[config.mk]
export PLATFORM = sky130hd
export DESIGN_NAME = exp_stream_mem
export DESIGN_NICKNAME = d
export VERILOG_FILES = /design/src/rtl/exp_stream_pkg.sv /design/src/rtl/exp_word_ram.sv /design/src/rtl/exp_stream_mem.sv
export SDC_FILE = /design/constraint.sdc
export NUM_CORES = 2
export LEC_CHECK = 0
export ABC_AREA = 1
export CAP_MARGIN = 5
export CORE_ASPECT_RATIO = 1.5
export CORE_MARGIN = 5
export CORE_UTILIZATION = 30
export DETAILED_ROUTE_END_ITERATION = 8
export GPL_TIMING_DRIVEN = 1
export MAX_ROUTING_LAYER = met4
export PLACE_DENSITY = 0.55
export SYNTH_ARGS = -nofsm -noshare
export SYNTH_HDL_FRONTEND = slang
export SYNTH_SLANG_ARGS = --single-unit
[constraint.sdc]
create_clock -name clock -period 4.1 [get_ports clock]
set_input_delay 0.82 -clock clock [delete_from_list [all_inputs] [get_ports clock]]
set_output_delay 0.82 -clock clock [all_outputs]
set_load 0.05 [all_outputs]
[src/rtl/exp_stream_pkg.sv]
// exp_stream_pkg: shared definitions for the exponent stream store.
//   - default geometry matching the ModExp globals
//   - FSM state encoding
//   - helpers for RAM read latency and bit-index counter width
package exp_stream_pkg;

  localparam int DEF_DATA_WIDTH = 32;
  localparam int DEF_ADDR_WIDTH = 7;
  localparam int DEF_NUM_WORDS  = 128;

  typedef enum logic [2:0] {
    ST_IDLE,
    ST_FETCH,
    ST_WAIT,
    ST_SHIFT,
    ST_DONE
  } state_e;

  // Cycles from read issue to data on the RAM output.
  function automatic int read_lat(input int out_reg);
    return 1 + out_reg;
  endfunction

  // Width of the bit-index counter inside one word.
  function automatic int bit_idx_w(input int data_width);
    return (data_width > 1) ? $clog2(data_width) : 1;
  endfunction

endpackage

[src/rtl/exp_word_ram.sv]
// exp_word_ram: inferred simple dual-port RAM (1 write, 1 read port).
//   clock        single clock, rising edge
//   we/waddr/wdata  write port
//   re/raddr     read issue; data appears on rdata after 1 (OUT_REG=0)
//                or 2 (OUT_REG=1) cycles and holds until the next read
//   rdata        read data
// The array carries no reset; contents survive a design reset.
module exp_word_ram
  import exp_stream_pkg::*;
#(
  parameter int DATA_WIDTH = DEF_DATA_WIDTH,
  parameter int ADDR_WIDTH = DEF_ADDR_WIDTH,
  parameter int OUT_REG    = 1
) (
  input  logic                  clock,
  input  logic                  we,
  input  logic [ADDR_WIDTH-1:0] waddr,
  input  logic [DATA_WIDTH-1:0] wdata,
  input  logic                  re,
  input  logic [ADDR_WIDTH-1:0] raddr,
  output logic [DATA_WIDTH-1:0] rdata
);

  logic [DATA_WIDTH-1:0] mem [0:(1<<ADDR_WIDTH)-1];
  logic [DATA_WIDTH-1:0] rd_q;

  always_ff @(posedge clock) begin
    if (we) mem[waddr] <= wdata;
    if (re) rd_q <= mem[raddr];
  end

  generate
    if (OUT_REG != 0) begin : g_oreg
      logic [DATA_WIDTH-1:0] out_q;
      always_ff @(posedge clock) out_q <= rd_q;
      assign rdata = out_q;
    end else begin : g_noreg
      assign rdata = rd_q;
    end
  endgenerate

endmodule

[src/rtl/exp_stream_mem.sv]
// exp_stream_mem: runtime-loadable exponent store that streams its bits
// MSB-first (word NUM_WORDS-1 first, word 0 last) over valid/ready.
//   clock, reset_n          clock / async active-low reset
//   wr_en, wr_addr, wr_data host write port, honoured only while idle
//   wr_reject               pulse: a write arrived while busy and was dropped
//   start                   begin a scan (ignored unless idle)
//   busy                    scan in progress
//   bit_valid/out/last      bit stream; bit_last marks bit 0 of word 0
//   bit_ready               consumer accept
//   done                    pulse the cycle after the final transfer
//   zero_exp                exponent was all-zero (SKIP_LZ=1), held to next start
// A one-word prefetch buffer keeps the stream gap-free across word
// boundaries: the next read is issued as soon as the buffer is empty and no
// read is in flight, so it lands well before the current word drains.
module exp_stream_mem
  import exp_stream_pkg::*;
#(
  parameter int DATA_WIDTH = DEF_DATA_WIDTH,
  parameter int ADDR_WIDTH = DEF_ADDR_WIDTH,
  parameter int NUM_WORDS  = DEF_NUM_WORDS,
  parameter int OUT_REG    = 1,
  parameter int SKIP_LZ    = 1
) (
  input  logic                  clock,
  input  logic                  reset_n,
  input  logic                  wr_en,
  input  logic [ADDR_WIDTH-1:0] wr_addr,
  input  logic [DATA_WIDTH-1:0] wr_data,
  output logic                  wr_reject,
  input  logic                  start,
  output logic                  busy,
  output logic                  bit_valid,
  output logic                  bit_out,
  output logic                  bit_last,
  input  logic                  bit_ready,
  output logic                  done,
  output logic                  zero_exp
);

  localparam int RL = read_lat(OUT_REG);
  localparam int BW = bit_idx_w(DATA_WIDTH);
  localparam int CW = $clog2(NUM_WORDS + 1);

  state_e                state_q, state_d;
  logic [DATA_WIDTH-1:0] sh_q, sh_d;          // word being streamed
  logic [DATA_WIDTH-1:0] pf_q, pf_d;          // prefetched next word
  logic                  pf_vld_q, pf_vld_d;
  logic                  pf_w0_q, pf_w0_d;
  logic                  cur_w0_q, cur_w0_d;  // shift word is word 0
  logic                  found_q, found_d;    // first 1 already emitted
  logic [BW-1:0]         idx_q, idx_d;        // bits left in word minus one
  logic [ADDR_WIDTH-1:0] rd_addr_q, rd_addr_d;
  logic [CW-1:0]         rd_left_q, rd_left_d;
  logic [RL:1]           vld_pipe_q, vld_pipe_d;  // read-in-flight tracker
  logic [RL:1]           w0_pipe_q, w0_pipe_d;
  logic                  wr_reject_q, wr_reject_d;
  logic                  zero_exp_q, zero_exp_d;

  logic                  busy_c, rd_issue, need_word, arrive, arrive_w0;
  logic                  valid_c;
  logic [DATA_WIDTH-1:0] ram_rdata;

  exp_word_ram #(
    .DATA_WIDTH (DATA_WIDTH),
    .ADDR_WIDTH (ADDR_WIDTH),
    .OUT_REG    (OUT_REG)
  ) u_ram (
    .clock (clock),
    .we    (wr_en && !busy_c),
    .waddr (wr_addr),
    .wdata (wr_data),
    .re    (rd_issue),
    .raddr (rd_addr_q),
    .rdata (ram_rdata)
  );

  assign busy_c    = (state_q == ST_FETCH) || (state_q == ST_WAIT) || (state_q == ST_SHIFT);
  assign arrive    = vld_pipe_q[RL];
  assign arrive_w0 = w0_pipe_q[RL];
  // Before the first 1 is found a leading-zero bit is consumed internally.
  assign valid_c   = (state_q == ST_SHIFT) && (found_q || sh_q[DATA_WIDTH-1]);

  always_comb begin
    state_d     = state_q;
    sh_d        = sh_q;
    pf_d        = pf_q;
    pf_vld_d    = pf_vld_q;
    pf_w0_d     = pf_w0_q;
    cur_w0_d    = cur_w0_q;
    found_d     = found_q;
    idx_d       = idx_q;
    rd_addr_d   = rd_addr_q;
    rd_left_d   = rd_left_q;
    zero_exp_d  = zero_exp_q;
    wr_reject_d = wr_en && busy_c;
    need_word   = 1'b0;
    rd_issue    = 1'b0;

    // One read outstanding at most, and only into an empty buffer.
    if (busy_c && rd_left_q != '0 && vld_pipe_q == '0 && !pf_vld_q) begin
      rd_issue  = 1'b1;
      rd_addr_d = rd_addr_q - ADDR_WIDTH'(1);
      rd_left_d = rd_left_q - CW'(1);
    end
    vld_pipe_d[1] = rd_issue;
    w0_pipe_d[1]  = (rd_left_q == CW'(1));
    for (int k = 2; k <= RL; k++) begin
      vld_pipe_d[k] = vld_pipe_q[k-1];
      w0_pipe_d[k]  = w0_pipe_q[k-1];
    end

    case (state_q)
      ST_IDLE: begin
        if (start) begin
          state_d    = ST_FETCH;
          rd_addr_d  = ADDR_WIDTH'(NUM_WORDS - 1);
          rd_left_d  = CW'(NUM_WORDS);
          found_d    = (SKIP_LZ == 0);
          zero_exp_d = 1'b0;
          pf_vld_d   = 1'b0;
        end
      end
      ST_FETCH: state_d = ST_WAIT;
      ST_WAIT:  need_word = 1'b1;
      ST_SHIFT: begin
        if (SKIP_LZ != 0 && !found_q && sh_q == '0) begin
          // Whole word is leading zeros: drop it in one cycle.
          if (cur_w0_q) begin
            state_d    = ST_DONE;
            zero_exp_d = 1'b1;
          end else begin
            need_word = 1'b1;
          end
        end else if (!valid_c) begin
          sh_d  = sh_q << 1;
          idx_d = idx_q - BW'(1);
        end else if (bit_ready) begin
          found_d = 1'b1;
          sh_d    = sh_q << 1;
          idx_d   = idx_q - BW'(1);
          if (idx_q == '0) begin
            if (cur_w0_q) state_d = ST_DONE;
            else          need_word = 1'b1;
          end
        end
      end
      ST_DONE:  state_d = ST_IDLE;
      default:  state_d = ST_IDLE;
    endcase

    // Refill the shift register from the buffer, or straight from the RAM
    // when the word lands in the very cycle it is needed.
    if (need_word) begin
      if (pf_vld_q) begin
        sh_d     = pf_q;
        cur_w0_d = pf_w0_q;
        idx_d    = BW'(DATA_WIDTH - 1);
        pf_vld_d = 1'b0;
        state_d  = ST_SHIFT;
      end else if (arrive) begin
        sh_d     = ram_rdata;
        cur_w0_d = arrive_w0;
        idx_d    = BW'(DATA_WIDTH - 1);
        state_d  = ST_SHIFT;
      end else begin
        state_d  = ST_WAIT;
      end
    end else if (arrive && busy_c) begin
      pf_d     = ram_rdata;
      pf_w0_d  = arrive_w0;
      pf_vld_d = 1'b1;
    end
  end

  always_ff @(posedge clock or negedge reset_n) begin
    if (!reset_n) begin
      state_q     <= ST_IDLE;
      sh_q        <= '0;
      pf_q        <= '0;
      pf_vld_q    <= 1'b0;
      pf_w0_q     <= 1'b0;
      cur_w0_q    <= 1'b0;
      found_q     <= 1'b0;
      idx_q       <= '0;
      rd_addr_q   <= '0;
      rd_left_q   <= '0;
      vld_pipe_q  <= '0;
      w0_pipe_q   <= '0;
      wr_reject_q <= 1'b0;
      zero_exp_q  <= 1'b0;
    end else begin
      state_q     <= state_d;
      sh_q        <= sh_d;
      pf_q        <= pf_d;
      pf_vld_q    <= pf_vld_d;
      pf_w0_q     <= pf_w0_d;
      cur_w0_q    <= cur_w0_d;
      found_q     <= found_d;
      idx_q       <= idx_d;
      rd_addr_q   <= rd_addr_d;
      rd_left_q   <= rd_left_d;
      vld_pipe_q  <= vld_pipe_d;
      w0_pipe_q   <= w0_pipe_d;
      wr_reject_q <= wr_reject_d;
      zero_exp_q  <= zero_exp_d;
    end
  end

  assign busy      = busy_c;
  assign done      = (state_q == ST_DONE);
  assign bit_valid = valid_c;
  assign bit_out   = valid_c && sh_q[DATA_WIDTH-1];
  assign bit_last  = valid_c && cur_w0_q && (idx_q == '0);
  assign wr_reject = wr_reject_q;
  assign zero_exp  = zero_exp_q;

endmodule

# Word level (Yosys, flattened, before mapping)
# Memory sizes are Yosys's and may differ from the RTL's. A register that Yosys moved wholly into a read port is not among the register bits.
# Cells that the tools add are included.
[word_totals]
register_bits = 129
ramBits = 4096
inputBits = 44
output_inout_bits = 7
elab_cells = 119
mem_count = 1
[mem_list]
columns = ["memory", "depth", "word_bits", "read_ports", "rd_ports_with_merged_regs", "write_ports", "line", "rtl"]
rows = [
  ["u_ram.mem", 128, 32, 1, 1, 1, "exp_word_ram.sv:24", "logic [DATA_WIDTH-1:0] mem [0:(1<<ADDR_WIDTH)-1];"],
]
[classes]
n_addsub = 3
n_eq_ne = 16
n_mux = 54
n_bitwise = 1
n_reduce_logical = 29
[ops]
columns = ["cell", "count"]
rows = [
  ["32-bit 2-to-1 mux", 7],
  ["5-bit 2-to-1 mux", 7],
  ["32-bit logical NOT", 1],
  ["8-bit 2-to-1 mux", 3],
  ["1-bit 2-to-1 mux", 23],
  ["3-bit 2-to-1 mux", 7],
  ["7-bit 2-to-1 mux", 3],
  ["2-bit inequality test (second input constant)", 6],
  ["3-bit case mux with 4 select lines", 1],
  ["1-bit logical AND", 11],
  ["5-bit AND reduction", 2],
  ["8-bit by 1-bit equality test with 1-bit output (second input constant)", 1],
  ["4-bit by 3-bit inequality test with 1-bit output (second input constant)", 2],
  ["8-bit nonzero test", 1],
  ["8-bit by 1-bit subtractor with 8-bit output (second input constant)", 1],
  ["7-bit by 1-bit subtractor with 7-bit output (second input constant)", 1],
  ["3-bit by 2-bit equality test with 1-bit output (second input constant)", 2],
  ["1-bit case mux with 2 select lines", 3],
  ["5-bit logical NOT", 1],
  ["5-bit by 1-bit subtractor with 5-bit output (second input constant)", 1],
  ["4-bit by 2-bit inequality test with 1-bit output (second input constant)", 1],
  ["2-bit AND reduction", 2],
  ["4-bit AND reduction", 1],
  ["2-bit nonzero test", 2],
  ["9 further kinds", 13],
]

# Logic depth before layout (Yosys ltp)
[logic_depth]
ltp_word = 9
ltp_mapped = 18
mapped_depth_nobuf = 15

# Hierarchy
# Synthesis repeated with hierarchy kept, for this count alone.
[hier_totals]
hier_cells = 14123
hier_area_um2 = 170726.2
[modules_own_cells]
columns = ["mod", "instances", "cells_per_inst", "area_each_um2"]
rows = [
  ["exp_word_ram", 1, 13421, 165595.1],
  ["exp_stream_mem", 1, 702, 5131.2],
]

# Least setup slack after synthesis
# Ideal clock, no wire load.
[synth_path]
path_kind = "reg-to-reg"
start = "register state_q[1]"
end = "memory u_ram.mem[100][0] (netlist name), enable pin"
setup_ns = 0.421
arrival_time_ns = 3.107
required_ns = 3.679
path_slack_ns = 0.572
path_stages_with_launch = 9
path_buffers = 1
period_less_slack_ns = 3.528
path_cell_list = "dfrtp_1 > nor2_1 > inv_1 > nand2_1 > inv_1 > nor2_1 > nand4_1 > clkbuf_1 > nor2_1"
[synth_via]
elab_chain_cells = 7
word_cells_on_any_way = 9
classes_between = "eq/ne (3); mux (2); reduce/logical (4)"
[synth_rtl]
columns = ["element", "line", "rtl"]
rows = [
  ["start: declaration", "exp_stream_mem.sv:44", "state_e state_q, state_d;"],
  ["start signal: assignment", "exp_stream_mem.sv:192", "state_q <= state_d;"],
  ["3-bit by 1-bit equality test with 1-bit output or 3-bit by 2-bit equality test with 1-bit output (tied branches)", "exp_stream_mem.sv:77", "assign busy_c = (state_q == ST_FETCH) || (state_q == ST_WAIT) || (state_q == ST_SHIFT);"],
  ["1-bit logical OR", "exp_stream_mem.sv:77", ""],
  ["1-bit logical OR *", "exp_stream_mem.sv:77", ""],
  ["net busy", "exp_stream_mem.sv:31", "output logic busy,"],
  ["1-bit logical NOT *", "exp_stream_mem.sv:69", ".we (wr_en && !busy_c),"],
  ["1-bit logical AND *", "exp_stream_mem.sv:69", ""],
  ["1-bit 2-to-1 mux *", "exp_word_ram.sv:28", "if (we) mem[waddr] <= wdata;"],
  ["1-bit 2-to-1 mux (implied by the code) *", "exp_word_ram.sv:28", ""],
  ["end: declaration", "exp_word_ram.sv:24", ""],
]
# Mark *: on every way through the listed nets, which the timed path passes. The rest lies on a longest branch.

# Final worst setup path
[layout_path]
start = "register state_q[1]"
end = "output bit_out"
[layout_via]
elab_chain_cells = 3
[layout_rtl]
columns = ["element", "line", "rtl"]
rows = [
  ["3-bit by 2-bit equality test with 1-bit output", "exp_stream_mem.sv:81", "assign valid_c = (state_q == ST_SHIFT) && (found_q || sh_q[DATA_WIDTH-1]);"],
  ["1-bit logical AND", "exp_stream_mem.sv:81", ""],
  ["1-bit logical AND", "exp_stream_mem.sv:212", "assign bit_out = valid_c && sh_q[DATA_WIDTH-1];"],
  ["end: declaration", "exp_stream_mem.sv:33", "output logic bit_out,"],
]
# Every way passes these cells.

==> flow_summary_export.csv <==
group,metric,value,unit
outcome,run_status,"finished clean",
global_route,grtUsageTotal,19.1,%
clocking,cts_setup_buffers,0,
worst_setup_path,reg2reg_to,"u_ram.rd_q[29]",
routing,dr_total_vias,114000,
hold_path,min_to,"u_ram.mem[77][0]",
synth,synth-seq-cells,4257,
worst_setup_path,crit_fanout,5,
clocking,clock-sinks,4257,
worst_setup_path,crit_type,"reg2out",
worst_setup_path,setup.worst_path.end_class,"output pin",
sta,worst_pin_slew,1.27,ns
sta,finalWorstSetupSlack,0.448,ns
synth,yosys_warnings,0,
sta,period_minus_slack,3.65,ns
power_and_ir_drop,vdd_drop_max,0.509,mV
final_layout,n_fill_cell,55100,
synth,synth_top_cell_by_area,"edfxtp_1",
power_and_ir_drop,p_per_area,672,nW/um2
clocking,clk_latency,0.97,ns
worst_setup_path,arrival,2.83,ns
placement,gp_congestion,0.858,
worst_setup_path,worstRegToRegCells,11,
sta,fin_skew,0.0631,ns
clocking,max-clock-path-buffers,4,
hold_path,hold_path.startpoint,"wr_data[0]",
routing,drc_errors,0,
floorplan,die_h,935,um
routing,ant_nets,0,
placement,dpl_cell_area,185000,um2
clocking,numCtsBuffers,368,
sta,rsz0062_at_grt,"no",
sta,slew_viol_final,0,
sta,hold_violations,0,
synth,synthFlopType,"edfxtp_1",
floorplan,rows,339,
final_layout,final_area,197000,um2
worst_setup_path,required,3.28,ns
sta,maxSlewHeadroom,15.5,%
global_route,grt_pass1_vias,110000,
worst_setup_path,start_kind,"flop",
sta,fin_crit_sh,89.1,%
final_layout,nNetsFinal,14400,
final_layout,layoutNonFillerInstCount,22200,
run,maxCapViolations,0,
synth,syn_inst,14300,
global_route,grt_first_pass_wirelength,800,mm
hold_path,whs_path_depth,1,
global_route,grt_max_degree,151,
floorplan,initial_core_util,30.1,%
global_route,antenna_found_initial,36,
global_route,grt_overflow,0,
clocking,path_clk_slew,0.07,ns
routing,drtIter0Drc,11500,
final_layout,area_growth,15.1,%
clocking,cts-root-buf,"clkbuf_16",
placement,portBuffers,50,
placement,placedCellCount,21500,
sta,setup_viol,0,
synth,syn_avg_cell_area,12.0,um2
worst_setup_path,r2r_slack,0.50,ns
synth,yosys.area.top_type_share,72.5,%
power_and_ir_drop,leakage,67.8,nW
worst_setup_path,r2r-start,"rd_addr_q[0]",
routing,viasPerCell,5.13,
placement,dp_hpwl,324,mm
synth,synth.area.top_cells,"edfxtp_1 72%, nand3_1 9.8%, nand2_1 9.1%",
routing,wl_per_cell,25.3,um
final_layout,post-route-util,34.7,%
synth,synth_edf_count,4128,
floorplan,die_x,626,um
hold_path,hp-class,"in2reg",
routing,wl,562,mm
synth,ys_seq_area_share,74.3,%
clocking,tritoncts,"built",
synth,synth.distinct_cells,39,
synth,synthArstFlopShare,2.28,%
synth,netlist_area,171000,um2
clocking,htree_levels,5,
synth,syn_nets,14300,
floorplan,io_pins,51,
sta,fin_setup_tns,0,ns
sta,fmax,274,MHz
final_layout,drive_gt1_share,8.92,%
floorplan,dieArea,586000,um2
placement,post-place-ws,0.489,ns
routing,drt_first_pass_iters,8,
floorplan,coreArea,568000,um2
-- metrics by stage --
| stage | hold slack, ns | power (mW) |
|---|---|---|
| after floorplan | 0.323 | 77.7 |
| after global placement | 0.327 | 98.7 |
| after detailed placement | 0.329 | 98.9 |
| after CTS | 0.200 | 133 |
| after global routing | 0.240 | 138 |
| final | 0.269 | 132 |
-- power breakdown --
| group | internal, mW | switching (mW) |
|---|---|---|
| Clock | 18.5 | 16.0 |
| Sequential | 48.6 | 0.907 |
| Combinational | 13.2 | 35.0 |
| Total | 80.3 | 51.9 |
-- repair_timing --
| item | in CTS | in global routing |
|---|---|---|
| hold buffers | 1 | 0 |
| gates resized for setup | 0 | 1 |
| setup endpoints to repair | 0 | 1 |
| hold endpoints to repair | 53 | 0 |
-- registers in the layout (all words and copies together), names as in the netlist, 2 cells and up --
signal	flops
idx_q	5
pf_q	32
rd_addr_q	7
rd_left_q	8
sh_q	32
state_q	3
u_ram.mem	4096
u_ram.rd_q	32
u_ram.rdata	32
vld_pipe_q	2
w0_pipe_q	2
-- layout by cell type, fill, tap and decap left out, types with 91 or more instances in the layout --
master,instances
inv_1,143
buf_12,277
clkbuf_16,376
buf_4,356
o21ai_0,438
nor2_4,130
nand2_1,4166
nand3_1,3338
nor2_1,701
dfrtp_1,91
edfxtp_1,4128
-- cells by family (layout without fill, tap and decap cells) --
kind of cell / Yosys count / after routing / share of synthesized area [%]
muxes: 1 / 1 / 0.00585
other: 0 / 35 / 0
buffers and inverters: 1089 / 1475 / 3.03
AOI/OAI and AO/OA: 579 / 579 / 1.79
xor gates and xnor gates: 5 / 5 / 0.0256
DFF: 4257 / 4257 / 74.3
and+or+nand+nor: 8364 / 8364 / 20.8
adders and majority gates: 4 / 4 / 0.0293
-- how the worst max path moves through the flow --
stage                           from           endpoint  slack [ns]  cells after the start
after floorplan           state_q[1]  u_ram.mem[100][0]        0.57                      8
after global placement    wr_addr[4]    u_ram.mem[2][4]        0.50                      7
after detailed placement  wr_addr[4]    u_ram.mem[2][4]        0.49                      7
after CTS                   idx_q[0]           bit_last        0.05                      6
after global routing      state_q[2]            bit_out        0.27                      4
final                     state_q[1]            bit_out        0.45                      5
-- area by class of cell --
class                      instances  area [um2]  area share, %
clock buffer                     460        9840           5.00
inverter                         155         633          0.322
clock inverter                   206        1680          0.852
tap                             7502        9390           4.77
antenna                           35        87.6         0.0445
timing repair buffer             654        8430           4.28
sequential                      4257      127000           64.5
multi-input combinational       8953       39800           20.2
-- cells in the mapped netlist, drive strengths merged, types with 2 or more instances --
cell	number
nor3	8
a211oi	3
nor2	834
edfxtp	4128
xor2	5
a21oi	51
nand2	4167
dfxtp	32
o21ai	449
clkinv	5
buf	624
o211ai	41
or2	3
clkbuf	310
o21a	2
inv	150
nand3	3338
ha	4
dfrtp	97
o22ai	29
nand4	12
-- metal layers --
metal,up-vias,GRT usage [%],wire (um)
li1,50700,-,-
met1,57700,21.7,205000
met2,4422,32.3,282000
met3,1134,1.85,32500
met4,0,12.2,42500
met5,-,-,0
-- critical path, stage by stage (launching register included) --
cell             delay [ns]
dfrtp_1                0.37
inv_1                  0.06
nor2_1                 0.16
nand2_1                0.17
nor2_1                 0.21
clkdlybuf4s50_1        0.91
(Power assumes the default switching activity.)
